File: src/rtl/mtr_pkg.sv
// Shared constants and types for the motor PWM back end.
// MIN_DUTY is also used by the balance-control math to clamp its duty output.
package mtr_pkg;

  localparam int PWM_W        = 12;
  localparam int PERIOD       = 1 << PWM_W;
  localparam int DEADTIME_DEF = 32;

  // Smallest duty word that yields any high-side pulse with the default dead time.
  localparam int MIN_DUTY     = DEADTIME_DEF + 1;

  typedef enum logic {
    RUN   = 1'b0,
    BRAKE = 1'b1
  } drv_state_e;

endpackage

File: src/rtl/mtr_pwm_drv_pwm_dt_gen.sv
// PWM counter, duty/dead-time comparators and registered complementary gate drives.
// Gate outputs lag the counter by one clock.
module pwm_dt_gen #(
  parameter int PWM_W    = 12,
  parameter int DEADTIME = 32
) (
  input  logic             clk,
  input  logic             rst_n,
  input  logic             run,
  input  logic [PWM_W-1:0] duty_q,
  output logic [PWM_W-1:0] cnt,
  output logic             period_end,
  output logic             pwm_hi,
  output logic             pwm_lo
);

  localparam logic [PWM_W-1:0] DT   = PWM_W'(DEADTIME);
  localparam logic [PWM_W:0]   DT_X = (PWM_W+1)'(DEADTIME);

  logic [PWM_W:0] lo_thresh;
  logic           hi_d;
  logic           lo_d;

  // NOTE: every always_comb output gets a value on every path, so no latch is inferred.
  always_comb begin
    // Extra bit keeps duty + DEADTIME from wrapping, so large duties suppress pwm_lo.
    lo_thresh = {1'b0, duty_q} + DT_X;
    hi_d      = run && (cnt >= DT) && (cnt < duty_q);
    lo_d      = run && ((duty_q == '0) || ({1'b0, cnt} >= lo_thresh));
  end

  assign period_end = (cnt == '1);

  // NOTE: sequential state uses non-blocking <= so every register sees pre-edge values.
  always_ff @(posedge clk or negedge rst_n) begin
    if (!rst_n) begin
      cnt    <= '0;
      pwm_hi <= 1'b0;
      pwm_lo <= 1'b0;
    end else begin
      cnt    <= cnt + 1'b1;
      pwm_hi <= hi_d;
      pwm_lo <= lo_d;
    end
  end

endmodule

File: src/rtl/mtr_pwm_drv.sv
// One-wheel H-bridge PWM driver: period-boundary duty/direction latches and a
// RUN/BRAKE FSM that inserts one forced-off period on every direction reversal.
module mtr_pwm_drv #(
  parameter int DEADTIME = mtr_pkg::DEADTIME_DEF,
  parameter int PWM_W    = mtr_pkg::PWM_W
) (
  input  logic             clk,
  input  logic             rst_n,
  input  logic [PWM_W-1:0] mtr_duty,
  input  logic             rev,
  output logic             pwm_hi,
  output logic             pwm_lo,
  output logic             dir,
  output logic             brake,
  output logic             period_done
);

  import mtr_pkg::*;

  drv_state_e       state_q;
  drv_state_e       state_d;
  logic             dir_d;
  logic [PWM_W-1:0] duty_q;
  logic [PWM_W-1:0] cnt;
  logic             period_end;

  pwm_dt_gen #(
    .PWM_W    (PWM_W),
    .DEADTIME (DEADTIME)
  ) u_pwm_dt_gen (
    .clk        (clk),
    .rst_n      (rst_n),
    .run        (state_q == RUN),
    .duty_q     (duty_q),
    .cnt        (cnt),
    .period_end (period_end),
    .pwm_hi     (pwm_hi),
    .pwm_lo     (pwm_lo)
  );

  // Direction only changes on BRAKE exit, so the bridge never reverses while driven.
  always_comb begin
    state_d = state_q;
    dir_d   = dir;
    if (period_end) begin
      unique case (state_q)
        RUN:     if (rev != dir) state_d = BRAKE;
        BRAKE: begin
          state_d = RUN;
          dir_d   = rev;
        end
        default: state_d = BRAKE;
      endcase
    end
  end

  always_ff @(posedge clk or negedge rst_n) begin
    if (!rst_n) begin
      state_q <= BRAKE;
      dir     <= 1'b0;
      duty_q  <= '0;
    end else begin
      state_q <= state_d;
      dir     <= dir_d;
      if (period_end) duty_q <= mtr_duty;
    end
  end

  assign brake       = (state_q == BRAKE);
  assign period_done = period_end;

endmodule

File: config.mk
export PLATFORM = sky130hd
export DESIGN_NAME = mtr_pwm_drv
export DESIGN_NICKNAME = d
export VERILOG_FILES = /design/src/rtl/mtr_pkg.sv /design/src/rtl/mtr_pwm_drv_pwm_dt_gen.sv /design/src/rtl/mtr_pwm_drv.sv
export SDC_FILE = /design/constraint.sdc
export NUM_CORES = 1
export LEC_CHECK = 0
export BUFFER_PORTS_ARGS = -buffer_cell sky130_fd_sc_hd__buf_2
export CAP_MARGIN = 40
export CORE_UTILIZATION = 50
export CTS_CLUSTER_SIZE = 24
export DETAILED_ROUTE_END_ITERATION = 6
export PLACE_DENSITY = 0.7
export SKIP_LAST_GASP = 1
export SYNTH_ARGS = -nofsm -noshare
export SYNTH_HDL_FRONTEND = slang
export SYNTH_SLANG_ARGS = --single-unit
File: constraint.sdc
create_clock -name clk -period 3.05 [get_ports clk]
set_input_delay 0.61 -clock clk [delete_from_list [all_inputs] [get_ports clk]]
set_output_delay 0.61 -clock clk [all_outputs]
set_load 0.005 [all_outputs]
==> metrics, run 1 <==
status finished, final reports clean; Hold Vio Cnt, Final 0; CTS tree yes; Clock Power Share between 30% and 40%; net switching power about 0.00012 W; Final nets between 200 and 250; crit path launch duty_q[7]$_DFFE_PN0P_; num ports 20; Critical R2R Launch duty_q[7]$_DFFE_PN0P_; routed wire length ~3.2 mm; combinational power share between 3 and 4%; drt first pass iters 4; vias in the first global route between 1000 and 1500; I/O Buffers 19; Clock Pin Slew Worst Setup and Hold Paths 150 ps; first-pass GRT wire length 5.609 mm; area leader, netlist dfrtp_1; post-synthesis mux area share around 2.2%; WP data required between 3000 and 4000 ps; Sequential Power Share between 60% and 70%; Iteration-0 DRC Markers 59; diodes inserted 0; layout filler cell count 301; share of layout cells above drive strength 1 between 15 and 20%; register area share after synthesis about two fifths; Synth Area in Simple Gates between 10% and 20%; Post-DP HPWL around 2.6 mm; Min Hold Slack approximately 280 ps; Sw Share 20.58%; cell internal pwr approximately 0.00045 W; Max clock buf depth 2; worst-skew pair later-pin latency around 320 ps; Hold Crit Class input pin to asynchronous set/reset pin; maximum VDD drop 0.0001944 V; setup bufs post-CTS 0; CORE AREA 3128 sq um; Synth Flop Type dfrtp_1; Synth Area in Adders around 16%; largest family of logic cells by synthesized area adder cells; PwrDens slightly above 300 nW/um^2; R2R Setup Slk approximately 760 ps; Distinct cells, synth 36; clk_skew between 0.9 and 1 ps; FP Rows 20; Period minus WS final 2287 ps; area growth from synthesis to final layout 10.24%; Synth Area in XOR/XNOR 8.309%; CP max FO 5; fin crit share between 70% and 80%; Worst Setup End Kind flip-flop; P_leak about 1.0 nW; largest net degree at the start of global routing 29; Slew Viols, Final 0; initial antenna violation count 0; Overflow after GRT 0; CP Class flip-flop to flip-flop; drt drc 0; maximum clock frequency around 440 MHz; Die Height 60.08 microns; post-synthesis instance total ~170; CTS buffer count 3; Yosys top cell area share 40.06%; Vias roughly 1200; syn nets approximately 200; Crit path arrival time around 2500 ps; H-tree levels 1; RSZ-0062 raised after global routing no; total negative slack 0 ps; Initial Util ~54%; cts hold-fix bufs 0; Rel. slew slack 58.28%; ANT nets after route 0; die span in x around 60 microns; Slowest-stage cell, CP dfrtp_1; Avg Inst Size Synth a little over 10 sq um; crit path cell chain inv_1 > nor3_1 > xnor2_1 > ha_1 > or4b_1 > a21oi_1 > a211oi_1 > o32ai_1; synth top area cells dfrtp_1 (40%), ha_1 (16%), xnor2_1 (5.2%), o21ai_0 (3.9%), inv_1 (3.3%); Clock Tree Root clkbuf_4; Final GP Congestion ~0.96; GRT Overall Usage 21.07%; Post-Syn Area 1687 sq um; number of vias per cell roughly 5.3; YS warnings 0; Post-synth EDFFs 0; CTS resizes 0; full die area about 3600 sq um; Core Util, Final a little under 60%; Tightest Pin Transition between 600 and 700 ps; synthesized flop and latch total 28; async set or reset register ratio after synthesis 100.0%; Worst Setup Start Kind flip-flop; Clock Sinks 28; compound-gate portion of the synthesized area approximately 11%; worst stage delay on the critical path 450 ps; max-cap viol count 0; WL per Instance about 14 microns; final setup fails 0
per-stage QoR:
stage               std cells  total power [W]  worst slack [ps]  instance area (sq um)
floorplan                 167        0.0003816              1017                   1687
global placement          228        0.0003978             950.8                   1823
detailed placement        228        0.0003988             815.3                   1823
CTS                       232        0.0005797             743.8                   1859
global route              232        0.0005974             623.6                   1859
finish                    232        0.0005707             762.7                   1859
layer usage:
metal	wire length, microns	share of wire, %	track usage (%)	vias to the layer above
li1	-	-	-	625
met1	1543	48	27.41	591
met2	1602	49	36.51	19
met3	63	1.9	1.948	4
met4	28	0.86	6.977	0
met5	0	0	0	-
path summary, 6_finish.rpt:
path,to,cells after the start
min in group clk,duty_q[4]$_DFFE_PN0P_,3
max,u_pwm_dt_gen.pwm_lo$_DFF_PN0_,8
min,duty_q[9]$_DFFE_PN0P_,1
max in group asynchronous,u_pwm_dt_gen.cnt[6]$_DFF_PN0_,1
min reg2reg,u_pwm_dt_gen.cnt[4]$_DFF_PN0_,1
max reg2reg,u_pwm_dt_gen.pwm_lo$_DFF_PN0_,8
synth_stat cells (2+ instances only):
cell type / n
a21o_1: 4
a21oi_1: 5
and3_1: 4
buf_2: 2
dfrtp_1: 27
ha_1: 22
inv_1: 15
nand2_1: 15
nand3_1: 10
nor2_1: 4
nor3_1: 4
nor4_1: 4
o21a_1: 2
o21ai_0: 13
xnor2_1: 10
xor2_1: 6
power groups by stage:
| stage | clock, W | sequential (W) | combinational [W] |
|---|---|---|---|
| final | 0.000180 | 0.000373 | 0.0000184 |
| after global routing | 0.000203 | 0.000373 | 0.0000214 |
| after CTS | 0.000188 | 0.000373 | 0.0000192 |
| after detailed placement | 0 | 0.000380 | 0.0000191 |
| after global placement | 0 | 0.000380 | 0.0000183 |
| after floorplan | 0 | 0.000380 | 0.00000193 |
kinds of logic (layout without fill, tap and decap cells):
family                   Yosys count  in the layout
AO/OA/AOI/OAI                     31             31
XOR/XNOR                          16             16
adder cells (fa/ha/maj)           22             22
buffers and inverters             18             39
flip-flops                        28             28
multiplexers                       3              3
AND/OR/NAND/NOR                   49             49
flip-flops by register name, summed over array words and instances, names as in the netlist:
register             count
dir                      1
u_pwm_dt_gen.pwm_lo      1
duty_q                  12
u_pwm_dt_gen.pwm_hi      1
brake                    1
u_pwm_dt_gen.cnt        12
worst max-delay path, delay by kind of cell, from the launching register on:
family / cells / cell delay [ps]
AND/OR/NAND/NOR: 2 / 790
adder cells (fa/ha/maj): 1 / 310
flip-flops: 1 / 450
AO/OA/AOI/OAI: 3 / 430
XOR/XNOR: 1 / 120
buffers and inverters: 1 / 100
cell type report:
class	count	area (sq um)	share of cell area [%]
clock buffer	4	36.28	1.952
sequential	28	701.9	37.75
inverter	15	56.30	3.028
multi-input combinational	121	907.1	48.79
timing repair buffer	20	102.6	5.518
tap	44	55.05	2.961
layout by cell type, fill, tap and decap left out, drive strengths merged, types with 2 or more instances in the layout:
cell    instances
a21o            4
a21oi           5
and3            4
buf            20
clkbuf          4
dfrtp          27
ha             22
inv            15
mux2            2
nand2          16
nand3          11
nor2            4
nor3            5
nor4            4
o21a            2
o21ai          13
xnor2          10
xor2            6
No activity file was read; power rests on OpenSTA's default activity.
==> inputs of run 2 (changes only) <==
==> constraint.sdc (replaced) <==
create_clock -name clk -period 2.25 [get_ports clk]
set_input_delay 0.45 -clock clk [delete_from_list [all_inputs] [get_ports clk]]
set_output_delay 0.45 -clock clk [all_outputs]
set_load 0.005 [all_outputs]
==> run 2 against run 1 <==
First-iteration DRC count fell by 27%. Critical endpoint unchanged. Largest power group unchanged. Power increased by 31%. Setup slack worse by 740 ps.
==> metrics, run 2 (synthesized netlist as in run 1, its figures left out) <==
status finished, final reports clean; worst-skew pair later-pin latency 330 ps (about the same); Critical path destination u_pwm_dt_gen.pwm_lo$_DFF_PN0_; I/O Buffers 19 (unchanged); Min Hold Slack 107.2 ps (-172.3 ps); r2r worst-path depth 8 (unchanged); Max clock buf depth 2 (unchanged); worst stage delay on the critical path 510 ps (+60 ps); Slowest-stage cell, CP or4b_4; WP data required 2500 ps (-790 ps); Clock Pin Slew Worst Setup and Hold Paths 150 ps (about the same); Post-DP HPWL 2.607 mm (+0.48%); FF/Latch Area 703.2 sq um (+0.18%); Regs by FF count duty_q x12, u_pwm_dt_gen.cnt x12; Final Power 0.0007486 W (+31%); most frequent cells in the layout dfrtp_1 (26), ha_1 (21), buf_2 (19); CP Class flip-flop to flip-flop; maximum VDD drop 0.0002910 V (+50%); PwrDens 385.7 nW/um^2 (+26%); Iteration-0 DRC Markers 43 (-27%); fin crit share 99.19% (+24 points); Crit path arrival time 2480 ps (-40 ps); cts hold-fix bufs 0 (unchanged); Final nets 232 (+2.7%); Slew Viols, Final 0 (unchanged); number of vias per cell 5.429 (+1.6%); clk_skew 8.491 ps (+7.541 ps); GRT Overall Usage 21.52% (+0.46 points); full die area 3610 sq um (unchanged); FP Rows 20 (unchanged); vias in the first global route 1294 (+6.2%); Clock Sinks 28 (unchanged); Hold Crit Class input pin to asynchronous set/reset pin; Clock Tree Root clkbuf_4; die span in x 60.08 microns (unchanged); pre-CTS setup slack 21.89 ps (-793.4 ps); total negative slack 0 ps (unchanged); Tightest Pin Transition 623.7 ps (-2.214 ps); commonest non-fill, non-tap cell in the layout dfrtp_1; final setup fails 0 (unchanged); crit path cell chain ha_4 > xnor2_1 > ha_1 > nand2_2 > or4b_4 > a21oi_2 > a211oi_2 > o32ai_2; Core Util, Final 62.04% (+2.6 points); num ports 20 (unchanged); CORE AREA 3128 sq um (unchanged); routed wire length 3.444 mm (+6.4%); Rel. slew slack 58.42% (+0.15 points); maximum clock frequency 448.1 MHz (+2.5%); drt first pass iters 4 (unchanged); crit path launch duty_q[6]$_DFFE_PN0P_; Overflow after GRT 0 (unchanged); R2R Setup Slk 20 ps (-740 ps); area of the multi-input gates 952.2 sq um (+5.0%); CP max FO 3 (-2); layout filler cell count 272 (-9.6%); P_leak 1.030 nW (+2.7%); largest net degree at the start of global routing 29 (unchanged); drt drc 0 (unchanged); Period minus WS final 2232 ps (-55.56 ps); Worst Setup End Kind flip-flop; Final WS setup 18.29 ps (-744.4 ps); Initial Util 53.92% (unchanged); Hold Vio Cnt, Final 0 (unchanged); WL per Instance 14.47 microns (+3.7%); CTS tree yes; diodes inserted 0 (unchanged); max-cap viol count 0 (unchanged); area growth from synthesis to final layout 15.06%; Worst Setup Start Kind flip-flop; Critical R2R Launch duty_q[6]$_DFFE_PN0P_; Final GP Congestion 0.9047 (-5.3%); initial antenna violation count 0 (unchanged); share of layout cells above drive strength 1 22.68% (+6.7 points); Die Height 60.08 microns (unchanged); CTS buffer count 3 (unchanged); H-tree levels 1 (unchanged); Vias 1292 (+4.3%); first-pass GRT wire length 5.740 mm (+2.3%); reg2reg end u_pwm_dt_gen.pwm_lo$_DFF_PN0_; ANT nets after route 0 (unchanged)
==> run 2: worst min-delay path by stage <==
stage          start                       endpoint  slack (ps)  cells past startpoint
3_3_place_gp   rst_n         duty_q[10]$_DFFE_PN0P_         490                      1
3_5_place_dp   rst_n         duty_q[10]$_DFFE_PN0P_         500                      1
5_1_grt        rst_n  u_pwm_dt_gen.pwm_lo$_DFF_PN0_         150                      1
2_1_floorplan  rst_n                dir$_DFFE_PN0P_         150                      0
6_report       rst_n  u_pwm_dt_gen.pwm_lo$_DFF_PN0_         110                      1
4_1_cts        rst_n  u_pwm_dt_gen.pwm_lo$_DFF_PN0_         130                      1
==> run 2: cell type report <==
| class | instances | share of cell area [%] |
|---|---|---|
| Multi-Input combinational cell | 121 | 49.07 |
| Tap cell | 44 | 2.837 |
| Sequential cell | 28 | 36.23 |
| Timing Repair Buffer | 26 | 7.608 |
| Inverter | 15 | 2.901 |
| Clock buffer | 4 | 1.354 |
==> run 2: power by group <==
group,leakage (nW),internal (W),total (W),switching (W)
Combinational,0.707,0.0000110,0.0000248,0.0000138
Clock,0.0150,0.0000695,0.000218,0.000149
Sequential,0.308,0.000504,0.000505,0.000000891
==> run 2: per-stage QoR <==
stage	area [sq um]	instances
floorplan	1687	167
global placement	1846	231
detailed placement	1846	231
CTS	1879	236
global route	1941	238
finish	1941	238
==> run 2: repair_timing <==
item / 4_1_cts / 5_1_grt
endpoints found under the setup margin: 1 / 2
pin swaps: 0 / 3
resized for setup: 0 / 11
buffers inserted: 1 / 2
==> run 2: metal layers <==
metal,vias up,global-route usage (%),part of all wire [%]
met5,-,0,0
met4,0,7.973,1.6
met3,7,2.165,2.0
met2,19,38.41,50
met1,628,26.59,47
li1,638,-,-
==> run 2: critical path: cells and delay by family (launching register included) <==
| family | cells | cell delay (ps) |
|---|---|---|
| AOI/OAI and AO/OA | 3 | 490 |
| xor gates and xnor gates | 1 | 130 |
| adders and majority gates | 2 | 510 |
| DFF | 1 | 460 |
| and+or+nand+nor | 2 | 580 |
==> inputs of run 3 (changes only) <==
--- a/config.mk
+++ b/config.mk
@@ -7,6 +7,7 @@
 export LEC_CHECK = 0
 export BUFFER_PORTS_ARGS = -buffer_cell sky130_fd_sc_hd__buf_2
 export CAP_MARGIN = 40
+export CORE_ASPECT_RATIO = 2
 export CORE_UTILIZATION = 50
 export CTS_CLUSTER_SIZE = 24
 export DETAILED_ROUTE_END_ITERATION = 6
==> run 3 against run 2 <==
Fmax increased by 3.0%. Via count decreased by 1.5%. Final area decreased by 3.2%. Critical endpoint unchanged.
==> metrics, run 3 (synthesized netlist as in run 1, its figures left out) <==
Overflow after GRT 0 (unchanged); CP max FO 4 (+1); CORE AREA 3193 sq um (+2.1%); CP Class flip-flop to flip-flop; M2 GR Usage 37.60% (-0.81 points); Crit path arrival time 2340 ps (-140 ps); I/O Buffers 19 (unchanged); maximum VDD drop 0.0004343 V (+49%); WP data required 2430 ps (-70 ps); P_leak 1.011 nW (-1.8%); crit path cell chain ha_2 > xnor2_1 > ha_1 > nand2_1 > or4b_1 > a21oi_1 > a211oi_1 > o32ai_1; H-tree levels 1 (unchanged); Hold Crit Class input pin to asynchronous set/reset pin; largest net degree at the start of global routing 29 (unchanged); Slew Viols, Final 0 (unchanged); first-pass GRT wire length 5.927 mm (+3.3%); PwrDens 429.1 nW/um^2 (+11%); number of vias per cell 5.760 (+6.1%); Final WS setup 83.93 ps (+65.64 ps); Worst Setup End Kind flip-flop; Post-Place Cells 216 (-6.5%); Final Power 0.0008063 W (+7.7%); Clock Sinks 28 (unchanged); maximum clock frequency 461.7 MHz (+3.0%); worst stage delay on the critical path 510 ps (about the same); CTS tree yes; Tightest Pin Transition 600.6 ps (-23.07 ps); Sequential Power Share 62.6% (-4.9 points); share of layout cells above drive strength 1 17.89% (-4.8 points); Max clock buf depth 2 (unchanged); full die area 3624 sq um (+0.39%); vias in the first global route 1340 (+3.6%); drt drc 0 (unchanged); pre-CTS setup slack 13.68 ps (-8.212 ps); fin crit share 96.27% (-2.9 points); Clock Tree Root clkbuf_8; Initial Util 52.82% (-1.1 points); drt first pass iters 4 (unchanged); clk_skew 1.536 ps (-6.954 ps); Hold Vio Cnt, Final 0 (unchanged); num ports 20 (unchanged); routed wire length 3.429 mm (-0.44%); cts hold-fix bufs 0 (unchanged); Final nets 228 (-1.7%); final setup fails 0 (unchanged); Slowest-stage cell, CP or4b_1; GR Util met3 3.441% (+1.3 points); Clock Power Share 34.4% (+5.2 points); most frequent cells in the layout dfrtp_1 (27), ha_1 (21), buf_2 (19); WL per Instance 15.52 microns (+7.2%); design area 1879 sq um (-3.2%); CTS buffer count 3 (unchanged); cell internal pwr 0.0006418 W (+9.7%); Sw Share 20.40% (-1.4 points); Die Height 84.14 microns (+40%); DP Area 1814 sq um (-1.7%); area growth from synthesis to final layout 11.42%; ANT nets after route 0 (unchanged); die span in x 43.07 microns (-28%); Rel. slew slack 59.96% (+1.5 points); RSZ-0062 raised after global routing yes; status finished, final reports clean; Non-Filler Instances 221 (-7.1%); max-cap viol count 0 (unchanged); worst-skew pair later-pin latency 270 ps (-60 ps); Iteration-0 DRC Markers 16 (-63%); FP Rows 29 (+45%); Worst Setup Start Kind flip-flop; Clock Pin Slew Worst Setup and Hold Paths 90 ps (-60 ps); Regs by FF count duty_q x12, u_pwm_dt_gen.cnt x12; commonest non-fill, non-tap cell in the layout dfrtp_1; Final GP Congestion 0.8791 (-2.8%); initial antenna violation count 0 (unchanged); M1 GR Usage 23.26% (-3.3 points); Vias 1273 (-1.5%); combinational power share 3.0% (-0.3 points); GRT Overall Usage 21.43% (-0.094 points); gr busiest metal met2; net switching power 0.0001645 W (+0.59%); Period minus WS final 2166 ps (-65.64 ps); Post-DP HPWL 2.764 mm (+6.0%); diodes inserted 0 (unchanged)
-- run 3: final timing paths --
kind	start	slack [ps]	to	cells after the start
setup reg to reg	duty_q[5]$_DFFE_PN0P_	80	u_pwm_dt_gen.pwm_lo$_DFF_PN0_	8
setup / recovery	duty_q[5]$_DFFE_PN0P_	80	u_pwm_dt_gen.pwm_lo$_DFF_PN0_	8
max in group asynchronous	rst_n	1680	u_pwm_dt_gen.pwm_lo$_DFF_PN0_	1
hold reg to reg	u_pwm_dt_gen.cnt[4]$_DFF_PN0_	540	u_pwm_dt_gen.cnt[4]$_DFF_PN0_	1
hold / removal	rst_n	170	duty_q[8]$_DFFE_PN0P_	1
min in group clk	mtr_duty[3]	380	duty_q[3]$_DFFE_PN0P_	3
-- run 3: what timing repair did --
action,in CTS,in global routing
pin swaps,0,0
gates resized for setup,2,2
endpoints found under the setup margin,2,2
setup buffers,0,1
-- run 3: power by group through the flow --
stage	Combinational, W	Clock, W	Sequential [W]
6_report	0.0000246	0.000277	0.000505
3_3_place_gp	0.0000248	0	0.000514
2_1_floorplan	0.00000261	0	0.000515
3_5_place_dp	0.0000258	0	0.000514
5_1_grt	0.0000287	0.000306	0.000505
4_1_cts	0.0000259	0.000283	0.000505
-- run 3: layout make-up --
cell class | instances | area (sq um)
Inverter | 15 | 56.30
Fill cell | 293 | 1314
Timing Repair Buffer | 22 | 117.6
Multi-Input combinational cell | 121 | 919.6
Sequential cell | 28 | 701.9
Tap cell | 31 | 38.79
Clock buffer | 4 | 45.04
-- run 3: worst max-delay path, delay by kind of cell (launching register included) --
family	cells	cell delay (ps)
simple gates	2	580
fa+ha+maj	2	510
compound gates	3	430
flops	1	420
xor+xnor	1	130
-- run 3: routing by layer --
layer | wire (microns) | share of wire [%] | vias to the layer above
met4 | 191 | 5.6 | 0
li1 | - | - | 630
met1 | 1319 | 38 | 606
met3 | 70 | 2.0 | 15
met2 | 1847 | 54 | 22
met5 | 0 | 0 | -
-- run 3: stage by stage --
stage | TNS, ps | utilization [%] | hold WS, ps
2_1_floorplan | 0 | - | 154.4
3_3_place_gp | 0 | 56.82 | 490.0
3_5_place_dp | 0 | 56.82 | 503.0
4_1_cts | 0 | 58.42 | 202.0
5_1_grt | -5.034 | 58.86 | 222.8
6_report | 0 | 58.86 | 171.2
